## src/rtl/cpu_pkg.sv

```systemverilog
// Shared definitions for the microprogrammed CPU controller and its sequencer:
// microstate encodings, branch types, opcodes and instruction field positions.
package cpu_pkg;

  typedef enum logic [4:0] {
    ABDM1 = 5'b00000,
    ABDM2 = 5'b00001,
    ABDM3 = 5'b00010,
    ABDM4 = 5'b00011,
    ADRM1 = 5'b00100,
    BRZZ1 = 5'b00101,
    BRZZ2 = 5'b00110,
    BRZZ3 = 5'b00111,
    LDRM1 = 5'b01000,
    LDRM2 = 5'b01001,
    STRM1 = 5'b01010,
    TEST1 = 5'b01011,
    OPRM1 = 5'b01100,
    OPRM2 = 5'b01101,
    LDRR1 = 5'b01110,
    STRR1 = 5'b01111,
    POPR1 = 5'b10000,
    POPR2 = 5'b10001,
    PUSH1 = 5'b10010,
    PUSH2 = 5'b10011,
    OPRR1 = 5'b10100,
    OPRR2 = 5'b10101
  } micro_state_t;

  typedef enum logic [1:0] {
    TY_IB = 2'b00,
    TY_SB = 2'b01,
    TY_BC = 2'b10,
    TY_DB = 2'b11
  } ty_t;

  localparam logic [3:0] OP_LDR  = 4'd0;
  localparam logic [3:0] OP_STR  = 4'd1;
  localparam logic [3:0] OP_TST  = 4'd2;
  localparam logic [3:0] OP_OPR  = 4'd3;
  localparam logic [3:0] OP_BRZ  = 4'd4;
  localparam logic [3:0] OP_POP  = 4'd5;
  localparam logic [3:0] OP_PUSH = 4'd6;

  localparam int unsigned OPC_MSB   = 15;
  localparam int unsigned OPC_LSB   = 12;
  localparam int unsigned MODE_BIT  = 8;
  localparam int unsigned AMODE_BIT = 7;

endpackage

```

## src/rtl/ir_dispatch.sv

```systemverilog
// Instruction dispatch decode: maps the instruction register to the IB
// start state or the SB memory-operation state, flagging illegal encodings.
import cpu_pkg::*;

module ir_dispatch (
  input  logic [15:0] ire,
  input  logic [1:0]  ty,
  output logic [4:0]  target,
  output logic        illegal
);

  logic [3:0] opcode;
  logic       unused_fields;

  assign opcode        = ire[OPC_MSB:OPC_LSB];
  assign unused_fields = ^{ire[11:9], ire[6:0]};

  // Decode opcode/mode into a dispatch target; illegal codes refetch via BRZZ3.
  always_comb begin
    target  = BRZZ3;
    illegal = 1'b0;
    case (ty)
      TY_IB: begin
        case (opcode)
          OP_BRZ:  target = BRZZ1;
          OP_POP:  target = POPR1;
          OP_PUSH: target = PUSH1;
          OP_LDR, OP_STR, OP_TST, OP_OPR: begin
            if (ire[MODE_BIT]) begin
              target = ire[AMODE_BIT] ? ADRM1 : ABDM1;
            end else begin
              case (opcode)
                OP_LDR:  target = LDRR1;
                OP_STR:  target = STRR1;
                OP_OPR:  target = OPRR1;
                default: illegal = 1'b1;
              endcase
            end
          end
          default: illegal = 1'b1;
        endcase
      end
      TY_SB: begin
        case (opcode)
          OP_LDR:  target = LDRM1;
          OP_STR:  target = STRM1;
          OP_TST:  target = TEST1;
          OP_OPR:  target = OPRM1;
          default: illegal = 1'b1;
        endcase
      end
      default: ;
    endcase
  end

endmodule

```

## src/rtl/micro_sequencer.sv

```systemverilog
// Next-microstate sequencer: registers the next state from the branch type,
// performs IB/SB dispatch, counts dispatched instructions, flags illegal ops.
import cpu_pkg::*;

module micro_sequencer #(
  parameter int unsigned CNT_W = 16
) (
  input  logic             clock,
  input  logic             reset,
  input  logic             stall,
  input  logic [1:0]       ty,
  input  logic [4:0]       db_addr,
  input  logic [4:0]       bc_addr,
  input  logic [15:0]      ire,
  output logic [4:0]       state,
  output logic             dispatch,
  output logic             illegal_op,
  output logic             illegal_seen,
  output logic [CNT_W-1:0] instr_count
);

  logic [4:0] dec_target;
  logic       dec_illegal;
  logic [4:0] state_next;
  logic       dispatch_next;
  logic       illegal_next;

  ir_dispatch u_ir_dispatch (
    .ire     (ire),
    .ty      (ty),
    .target  (dec_target),
    .illegal (dec_illegal)
  );

  // State and counter registers; reset beats stall, stall freezes and drops pulses.
  always_ff @(posedge clock) begin
    if (reset) begin
      state        <= BRZZ3;
      dispatch     <= 1'b0;
      illegal_op   <= 1'b0;
      illegal_seen <= 1'b0;
      instr_count  <= '0;
    end else if (stall) begin
      dispatch   <= 1'b0;
      illegal_op <= 1'b0;
    end else begin
      state      <= state_next;
      dispatch   <= dispatch_next;
      illegal_op <= illegal_next;
      if (illegal_next)  illegal_seen <= 1'b1;
      if (dispatch_next) instr_count  <= instr_count + CNT_W'(1);
    end
  end

  // Next microstate selection by branch type.
  always_comb begin
    state_next = state;
    case (ty)
      TY_IB, TY_SB: state_next = dec_target;
      TY_BC:        state_next = bc_addr;
      TY_DB:        state_next = db_addr;
      default:      state_next = state;
    endcase
  end

  // Pulse outputs for the coming edge: legal IB dispatch or illegal decode.
  always_comb begin
    dispatch_next = (ty == TY_IB) && !dec_illegal;
    illegal_next  = dec_illegal;
  end

endmodule

```

## config.mk

```make
export PLATFORM = sky130hd
export DESIGN_NAME = micro_sequencer
export DESIGN_NICKNAME = d
export VERILOG_FILES = /design/src/rtl/cpu_pkg.sv /design/src/rtl/ir_dispatch.sv /design/src/rtl/micro_sequencer.sv
export SDC_FILE = /design/constraint.sdc
export NUM_CORES = 1
export LEC_CHECK = 0
export ABC_AREA = 0
export BUFFER_PORTS_ARGS = -buffer_cell sky130_fd_sc_hd__buf_4
export CAP_MARGIN = 15
export CORE_MARGIN = 2
export CORE_UTILIZATION = 51
export CTS_CLUSTER_SIZE = 16
export DETAILED_ROUTE_END_ITERATION = 7
export PLACE_DENSITY_LB_ADDON = 0.1
export SYNTH_ARGS = -nofsm -noshare
export SYNTH_HDL_FRONTEND = slang
export SYNTH_HIERARCHICAL = 1
export SYNTH_SLANG_ARGS = --single-unit
export TNS_END_PERCENT = 5
```

## constraint.sdc

```tcl
create_clock -name clock -period 6.4 [get_ports clock]
set_input_delay 0.32 -clock clock [delete_from_list [all_inputs] [get_ports clock]]
set_output_delay 0.32 -clock clock [all_outputs]
set_load 0.05 [all_outputs]
```

==> impl_metrics.ini <==
[synthesis]
synth-simple-area-share_pct = 29.1
synthCells = 164
syn_avg_cell_area_um2 = 8.19
synth-seq-cells = 24
synth-async-reset-ratio_pct = 0
synth_fa_ha_area_share_pct = 0.931
ys_warn_count = 6
netlist_top_cells_count = 26 x nor2_1, 24 x dfxtp_1, 13 x a21oi_1, 10 x nand2_1
synth.area.mux_share_pct = 6.24
synth_area_leaders = dfxtp_1 36%, nor2_1 7.3%, a21oi_1 4.8%
synthFlopType = dfxtp_1
synth.distinct_cells = 39
synth_edf_count = 0
syn_area_um2 = 1340
synth-compound-area-share_pct = 16.0
synth_top_family_by_area = simple AND/OR/NAND/NOR gates
yosys.area.top_type_share_pct = 35.8
synth.most_common_cell = nor2_1
synth_seq_area_share_pct = 35.8
synth-xor-area-share_pct = 5.87
synth_nets = 196
post-synth-top-area-cell = dfxtp_1

[critical_path]
cp-start-kind = input port
crit_fanout = 14
ff2ff_path_depth = 5
worstSetupPathType = in2reg
rrSetupSlack_ns = 4.64
max_stage_delay_ns = 0.49
cp.required_ns = 6.62
critical_path.startpoint = ire[14]
arrival_ns = 2.43
cp_slowest_cell = or4_4
critPathCaptureType = flip-flop
timing.rr.end = instr_count[14]
r2r_start = instr_count[0]
path_cells = buf_4, and2_1, o21ai_0, a21oi_1, or4_4, nor4b_2, nand3_1, mux2_1
setup.worst_path.end = instr_count[14]

[job]
maxCapViolCount = 0

[clocking]
clk_latency_ns = 0.32
holdBufCountCts = 0
cts_tree = done
cts-resized-gates = 0
numCtsBuffers = 3
cts_setup_buffers = 0
htreeDepth = 1
clockBufferDepth = 2
root_buffer = clkbuf_4
path_clk_slew_ns = 0.13
cts.sinks = 24

[global_routing]
grt_max_degree = 25
grt_pass1_vias = 1144
grt-ovfl-total = 0
grt_usage_pct = 18.9
grt_antenna_before_repair = 0
grt_first_pass_wirelength_um = 4770

[timing]
drv_slew = 0
worst_pin_slew_ns = 0.680
setup-tns-final_ns = 0
hold_violations = 0
grt_setup_unrepaired = no
period_share_pct = 34.5
min_period_ns = 2.21
clock_skew_ns = 0.00235
maxSlewHeadroom_pct = 54.3
timing.hold.ws_ns = 0.294
setup_viol = 0
fmax_mhz = 453

[detailed_routing]
first_iter_violations = 51
totalWireLength_um = 2870
drc = 0
firstDrtPassIters = 4
vias = 1287
wl_per_cell_um = 12.4
ant_nets = 0
vias_per_cell = 5.57

[floorplan]
start_util_pct = 54.2
core_region_area_um2 = 2480
die_w_um = 55.3
fp.dieH_um = 55.3
pin_count = 55
die_area_um2 = 3060
rows = 18

[layout]
areaGrowthSynthToFinish_pct = 25.7
n_antenna_cell = 0
num-nets-final = 234
multi_input_area_um2 = 781
register_area_um2 = 480
drive_gt1_share_pct = 26.9
fillers = 211
finish.utilization_pct = 68.2

[min_path]
hp-class = in2reg

[place]
io_buffers = 44
dp_hpwl_um = 2150
gp_congestion = 0.742

[pwr]
finalPower_uw = 318
powerDensity_nw_per_um2 = 188
peakVddDrop_mv = 0.151
power.leakage_uw = 0.000701

[outcome]
status = finished, final reports clean
==> kinds of logic (layout without fill, tap and decap cells) <==
kind of cell / Yosys count / count (layout)
muxes: 8 / 8
AOI/OAI and AO/OA: 34 / 34
and+or+nand+nor: 75 / 75
xor gates and xnor gates: 9 / 9
DFF: 24 / 24
buffers and inverters: 13 / 50
adders and majority gates: 1 / 1
==> power by group <==
group          internal [uW]  leakage, uW  switching, uW
Clock                   63.3    0.0000279           46.3
Combinational           21.6     0.000479           32.1
Sequential               153     0.000195           1.77
==> worst min path at each step <==
stage | start | to | slack, ns | cells past startpoint
final | stall | illegal_op | 0.29 | 2
after global routing | stall | illegal_op | 0.28 | 2
after CTS | stall | illegal_op | 0.29 | 2
after detailed placement | illegal_seen | illegal_seen | 0.45 | 1
after global placement | illegal_seen | illegal_seen | 0.44 | 1
after floorplan | stall | illegal_op | 0.41 | 1
==> metal layers <==
| metal | vias up | global-route usage, % | routed length (um) |
|---|---|---|---|
| met5 | - | 0 | 0 |
| met2 | 51 | 31.8 | 1420 |
| met1 | 572 | 22.4 | 1200 |
| met3 | 9 | 3.51 | 172 |
| met4 | 0 | 10.8 | 87 |
| li1 | 655 | - | - |
==> layout by cell type, fill, tap and decap left out, drive strengths merged <==
master  instances
buf            44
nor2           26
dfxtp          24
a21oi          14
nand2          10
a211oi          7
xnor2           6
o21ai           6
mux2i           5
nor2b           5
nand3           5
nand4           5
nor3            5
nor4            4
and3            3
mux2            3
xor2            3
clkbuf          3
or4             3
inv             2
o31ai           2
nor3b           2
and2            2
a21o            2
or3             2
nor4b           1
or2             1
ha              1
bufinv          1
o211ai          1
o21a            1
o21bai          1
nand2b          1
==> state kept, by name (all words and copies together), names as in the netlist <==
register and flops:
dispatch 1, illegal_seen 1, state 5, illegal_op 1, instr_count 16
==> final cells by class <==
| cell class | count | share of cell area, % |
|---|---|---|
| clock buffers | 3 | 1.33 |
| clock inverters | 1 | 1.78 |
| inverters | 2 | 0.444 |
| multi-input cells | 127 | 46.2 |
| flip-flops and latches | 24 | 28.4 |
| well taps | 30 | 2.22 |
| repair buffers | 44 | 19.6 |
==> worst max-delay path: cells and delay by family <==
| kind | cells | cell delay (ns) |
|---|---|---|
| muxes | 1 | 0.32 |
| AOI/OAI and AO/OA | 2 | 0.31 |
| buffers and inverters | 1 | 0.15 |
| and+or+nand+nor | 4 | 1.31 |
==> through the flow <==
step / cell area, um^2 / setup slack (ns) / instances
finish: 1690 / 4.19 / 231
global route: 1690 / 4.10 / 231
CTS: 1690 / 4.18 / 231
detailed placement: 1640 / 3.84 / 227
global placement: 1640 / 3.87 / 227
floorplan: 1340 / 3.99 / 164
No activity file was read; power rests on OpenSTA's default activity.
